<file path="config.mk">
export PLATFORM = sky130hd
export DESIGN_NAME = hazard_scoreboard
export DESIGN_NICKNAME = d
export VERILOG_FILES = /design/src/rtl/hazard_pkg.sv /design/src/rtl/hazard_sb_entry.sv /design/src/rtl/hazard_scoreboard.sv
export SDC_FILE = /design/constraint.sdc
export NUM_CORES = 1
export LEC_CHECK = 0
export ABC_AREA = 0
export BUFFER_PORTS_ARGS = -buffer_cell sky130_fd_sc_hd__buf_2
export CAP_MARGIN = 20
export CELL_PAD_IN_SITES_DETAIL_PLACEMENT = 1
export CELL_PAD_IN_SITES_GLOBAL_PLACEMENT = 2
export CORE_MARGIN = 3
export CORE_UTILIZATION = 35
export DETAILED_ROUTE_END_ITERATION = 8
export PLACE_DENSITY = 0.76
export SYNTH_ARGS = -nofsm -noshare
export SYNTH_HDL_FRONTEND = slang
export SYNTH_SLANG_ARGS = --single-unit
</file>
<file path="constraint.sdc">
create_clock -name clk -period 8.67 [get_ports clk]
set_input_delay 2.1675 -clock clk [delete_from_list [all_inputs] [get_ports clk]]
set_output_delay 2.1675 -clock clk [all_outputs]
set_load 0.01 [all_outputs]
</file>
<file path="src/rtl/hazard_pkg.sv">
// Shared constants for the ID-stage hazard scoreboard: operand stage encodings
// and the default latency field width and unit latencies.
package hazard_pkg;

  localparam int LAT_W_DEF = 4;

  typedef enum logic [1:0] {
    STG_ID  = 2'd0,
    STG_EX  = 2'd1,
    STG_MEM = 2'd2
  } stage_e;

  localparam int LAT_ALU  = 1;
  localparam int LAT_LOAD = 2;

endpackage

</file>
<file path="src/rtl/hazard_sb_entry.sv">
// One scoreboard countdown: loads a latency on issue, decrements toward zero,
// holds during a pipeline freeze and flags when a result is still in flight.
module hazard_sb_entry #(
  parameter int LAT_W = 4
) (
  input  logic             clk,
  input  logic             rstn,
  input  logic             hold,
  input  logic             load,
  input  logic [LAT_W-1:0] load_val,
  output logic [LAT_W-1:0] cnt,
  output logic             nz
);

  always_ff @(posedge clk or negedge rstn) begin
    if (!rstn) begin
      cnt <= '0;
    end else if (!hold) begin
      if (load) begin
        cnt <= load_val;
      end else if (cnt != '0) begin
        cnt <= cnt - 1'b1;
      end
    end
  end

  assign nz = (cnt != '0);

endmodule

</file>
<file path="src/rtl/hazard_scoreboard.sv">
// ID-stage hazard scoreboard: per-register result countdowns drive RAW, WAW and
// shared-unit structural stalls, pipeline flushes and a saturating stall counter.
module hazard_scoreboard
  import hazard_pkg::*;
#(
  parameter int  NUM_REGS = 32,
  parameter int  LAT_W    = LAT_W_DEF,
  parameter int  PERF_W   = 32,
  localparam int IDX_W    = $clog2(NUM_REGS)
) (
  input  logic              clk,
  input  logic              rstn,
  input  logic              id_valid,
  input  logic [IDX_W-1:0]  rs1_id,
  input  logic [IDX_W-1:0]  rs2_id,
  input  logic [IDX_W-1:0]  rd_id,
  input  logic              rs1_use,
  input  logic              rs2_use,
  input  logic [1:0]        rs1_stage,
  input  logic [1:0]        rs2_stage,
  input  logic              reg_write_id,
  input  logic [LAT_W-1:0]  issue_lat,
  input  logic              is_multicycle_id,
  input  logic              branch_taken,
  input  logic              pipe_hold,
  input  logic              perf_clr,
  output logic              stall,
  output logic              flush_IFID,
  output logic              flush_IDEX,
  output logic [NUM_REGS-1:0] pending,
  output logic [PERF_W-1:0] stall_cycles
);

  function automatic logic [PERF_W-1:0] sat_inc(input logic [PERF_W-1:0] v);
    return (&v) ? v : v + 1'b1;
  endfunction

  logic [LAT_W-1:0] cnt [NUM_REGS];
  logic [LAT_W-1:0] busy_cnt;
  logic             raw1_hz, raw2_hz, raw_hz, waw_hz, struct_hz;
  logic             issue, wr_en;

  // An operand consumed in stage S only needs the result S cycles from now,
  // so the countdown must exceed S to block it; reads see the pre-issue count.
  assign raw1_hz   = rs1_use && (rs1_id != '0) && (cnt[rs1_id] > LAT_W'(rs1_stage));
  assign raw2_hz   = rs2_use && (rs2_id != '0) && (cnt[rs2_id] > LAT_W'(rs2_stage));
  assign raw_hz    = raw1_hz | raw2_hz;
  assign waw_hz    = reg_write_id && (rd_id != '0) && (cnt[rd_id] > issue_lat);
  assign struct_hz = is_multicycle_id && (busy_cnt != '0);

  assign stall      = id_valid & (raw_hz | waw_hz | struct_hz);
  assign flush_IDEX = stall;
  assign flush_IFID = branch_taken & ~stall;

  assign issue = id_valid & ~stall & ~pipe_hold;
  assign wr_en = issue & reg_write_id & (issue_lat != '0);

  assign cnt[0]     = '0;
  assign pending[0] = 1'b0;

  genvar r;
  generate
    for (r = 1; r < NUM_REGS; r++) begin : g_entry
      hazard_sb_entry #(.LAT_W(LAT_W)) u_entry (
        .clk      (clk),
        .rstn     (rstn),
        .hold     (pipe_hold),
        .load     (wr_en && (rd_id == IDX_W'(r))),
        .load_val (issue_lat),
        .cnt      (cnt[r]),
        .nz       (pending[r])
      );
    end
  endgenerate

  // The issuing cycle itself occupies the iterative unit, hence lat-1;
  // a zero latency never occupies it.
  always_ff @(posedge clk or negedge rstn) begin
    if (!rstn) begin
      busy_cnt <= '0;
    end else if (!pipe_hold) begin
      if (issue && is_multicycle_id) begin
        busy_cnt <= (issue_lat != '0) ? issue_lat - 1'b1 : '0;
      end else if (busy_cnt != '0) begin
        busy_cnt <= busy_cnt - 1'b1;
      end
    end
  end

  always_ff @(posedge clk or negedge rstn) begin
    if (!rstn) begin
      stall_cycles <= '0;
    end else if (perf_clr) begin
      stall_cycles <= '0;
    end else if (stall) begin
      stall_cycles <= sat_inc(stall_cycles);
    end
  end

endmodule

</file>
==> results.ini <==
[placement]
place_ws_ns = 0.528
gp_congestion = 0.960
numPortBuffers = 98
hpwlAfterDp_um = 37500

[grt]
grt.overflow.total = 0
grtUsageTotal_pct = 24.9
grt_max_degree = 95
grt_pass1_vias = 13000
grt_pass1_wl_um = 81100
antenna_found_initial = 1

[pwr]
cellLeakagePower_nw = 6.00
ir_drop_mv = 0.115
pwr-share-clk_pct = 20.5
switching_power_mw = 1.62
power_density_nw_per_um2 = 243
power_mw = 3.70
p_seq_share_pct = 39.6
p_comb_share_pct = 39.9
swShare_pct = 43.7
p_int_mw = 2.09

[clock_tree]
numCtsBuffers = 17
htreeDepth = 4
cts_root_buffer = clkbuf_16
cts_tree = yes
cts_buffer_depth = 2
worstSkewPairLatency_ns = 0.47
cts.sinks = 160
clk_pin_slew_ns = 0.07
cts_hold_buf = 0
post_cts_buffers = 0
ctsResizeCount = 0

[worst_setup_path]
cp-start-kind = input port
path_max_fanout = 19
required_ns = 6.50
critical_path_arrival_ns = 6.01
endpoint_kind = output port
path_class = in2out

[timing]
max_slew_margin_pct = 32.0
hold_violations = 0
max_freq_mhz = 122
worst_pin_slew_ns = 1.02
rsz0062_at_grt = no
min_period_ns = 8.18
slew_violations = 0
setup-tns-final_ns = 0
setup_viol = 0
min_period_over_period_pct = 94.3
worst_slack_ns = 0.490
fin_worst_skew_ns = 0.0177

[yosys]
synth_seq_cells = 160
yosys_most_used_dff = dfrtp_1
synth.yosys.seq_area_share_pct = 28.4
synthArstFlopShare_pct = 100
ys_types = 70
synth_fp_nets = 1650
synth_top_cells_by_count = 160 x dfrtp_1, 132 x nand3_1, 126 x a21oi_1
yosys_warnings = 0
netlist_area_um2 = 14100
netlist_instances = 1545
yosysMostFrequentCell = dfrtp_1
synth.avg_cell_area_um2 = 9.11
synth_area_leader_cell = dfrtp_1
synth_area_leaders = dfrtp_1 28%, mux4_2 12%, ha_1 6.4%
synth_top_area_share_pct = 28.4
synth_edf_count = 0

[floorplanning]
start_util_pct = 35.9
die-area_um2 = 42700
die_h_um = 207
coreArea_um2 = 39200
rows = 72
die_w_um = 207
ios = 100

[flow_run]
max_cap_violations = 0

[route]
first_iter_violations = 1140
wire_per_inst_um = 25.1
via_per_inst = 6.29
ant_nets = 0
drt_wl_total_um = 52200
vias = 13100
drt_pass1_iterations = 6
drc = 0

[final_layout]
fin_nets = 1660
area_growth_pct = 8.41
drive_gt1_share_pct = 17.6
fin_util_pct = 38.9
n_antenna_cell = 0

[status]
status = finished, final reports clean

[hold_path]
min_path_type = reg2reg

[final timing paths]
| path | slack (ns) | start | cells after the start | endpoint |
|---|---|---|---|---|
| hold / removal | 0.56 | busy_cnt[3] | 2 | busy_cnt[3] |
| setup reg to reg | 3.94 | g_entry[30].u_entry.cnt[1] | 12 | g_entry[31].u_entry.cnt[1] |
| hold reg to reg | 0.56 | busy_cnt[3] | 2 | busy_cnt[3] |
| max in group asynchronous | 5.80 | rstn | 2 | g_entry[5].u_entry.cnt[3] |
| setup / recovery | 0.49 | rd_id[0] | 15 | flush_IFID |
| min in group asynchronous | 1.62 | rstn | 1 | stall_cycles[8] |
[through the flow]
stage | instances | instance area [µm²] | hold WS [ns]
finish | 2084 | 15300 | 0.561
global route | 2084 | 15300 | 0.601
CTS | 2083 | 15200 | 0.562
detailed placement | 2053 | 14700 | 0.546
global placement | 2052 | 14700 | 0.541
floorplan | 1545 | 14100 | 0.509
[sequential cells by signal, indices dropped and copies added, names as in the netlist]
register / cells
stall_cycles: 32
busy_cnt: 4
g_entry.u_entry.cnt: 124
[layout by cell type, fill, tap and decap left out, types with 25 or more instances in the layout]
| master | Yosys | final |
|---|---|---|
| dfrtp_1 | 160 | 160 |
| nand3_1 | 132 | 132 |
| a21oi_1 | 126 | 126 |
| nor2_1 | 117 | 113 |
| buf_2 | 8 | 96 |
| inv_1 | 95 | 95 |
| nand2_1 | 83 | 83 |
| mux4_2 | 78 | 78 |
| ha_1 | 72 | 72 |
| nor3_1 | 71 | 71 |
| nand2b_1 | 50 | 50 |
| a221o_1 | 50 | 50 |
| o21ai_0 | 45 | 45 |
| o22ai_1 | 38 | 38 |
| mux2i_1 | 37 | 37 |
| or3_1 | 32 | 32 |
| a211oi_1 | 25 | 25 |
[kinds of logic (layout without fill, tap and decap cells)]
family	after synthesis	count (layout)	synth area share, %
simple gates	598	598	23.5
compound gates	364	364	17.8
buf+inv	224	245	7.69
flops	160	160	28.4
mux	124	124	15.9
fa+ha+maj	72	72	6.40
xor+xnor	2	2	0.124
other cells	1	1	0.0266
[critical path: stages]
cell      delay (ns)
buf_2           0.51
buf_4           0.29
mux4_2          0.52
mux4_2          0.46
mux2_2          0.28
ha_1            0.32
nand4_1         0.10
o311ai_1        0.10
a21oi_1         0.09
a21oi_2         0.30
o211ai_4        0.11
nor2_1          0.38
nor2_1          0.13
nor2b_1         0.12
buf_2           0.13
[power groups by stage]
stage / Combinational [mW] / Clock (mW) / Sequential [mW]
after floorplan: 1.20 / 0 / 1.21
after global placement: 1.40 / 0 / 1.47
after detailed placement: 1.47 / 0 / 1.47
after CTS: 1.48 / 0.777 / 1.45
after global routing: 1.66 / 0.810 / 1.50
final: 1.48 / 0.758 / 1.47
[layer usage]
layer / wire length [µm] / GRT usage [%] / up-vias
met2: 24600 / 39.9 / 344
met5: 0 / 0 / -
li1: - / - / 5859
met3: 3040 / 4.31 / 62
met4: 1160 / 7.35 / 0
met1: 23400 / 34.5 / 6851
[cell type report]
| class | count | area (µm²) |
|---|---|---|
| fill | 4538 | 23900 |
| multi-input combinational | 1161 | 9010 |
| sequential | 160 | 4000 |
| timing repair buffer | 115 | 663 |
| tap | 518 | 648 |
| clock buffer | 19 | 443 |
| inverter | 100 | 378 |
| clock inverter | 11 | 109 |
Note: power is estimated with default switching activity, not from simulation.
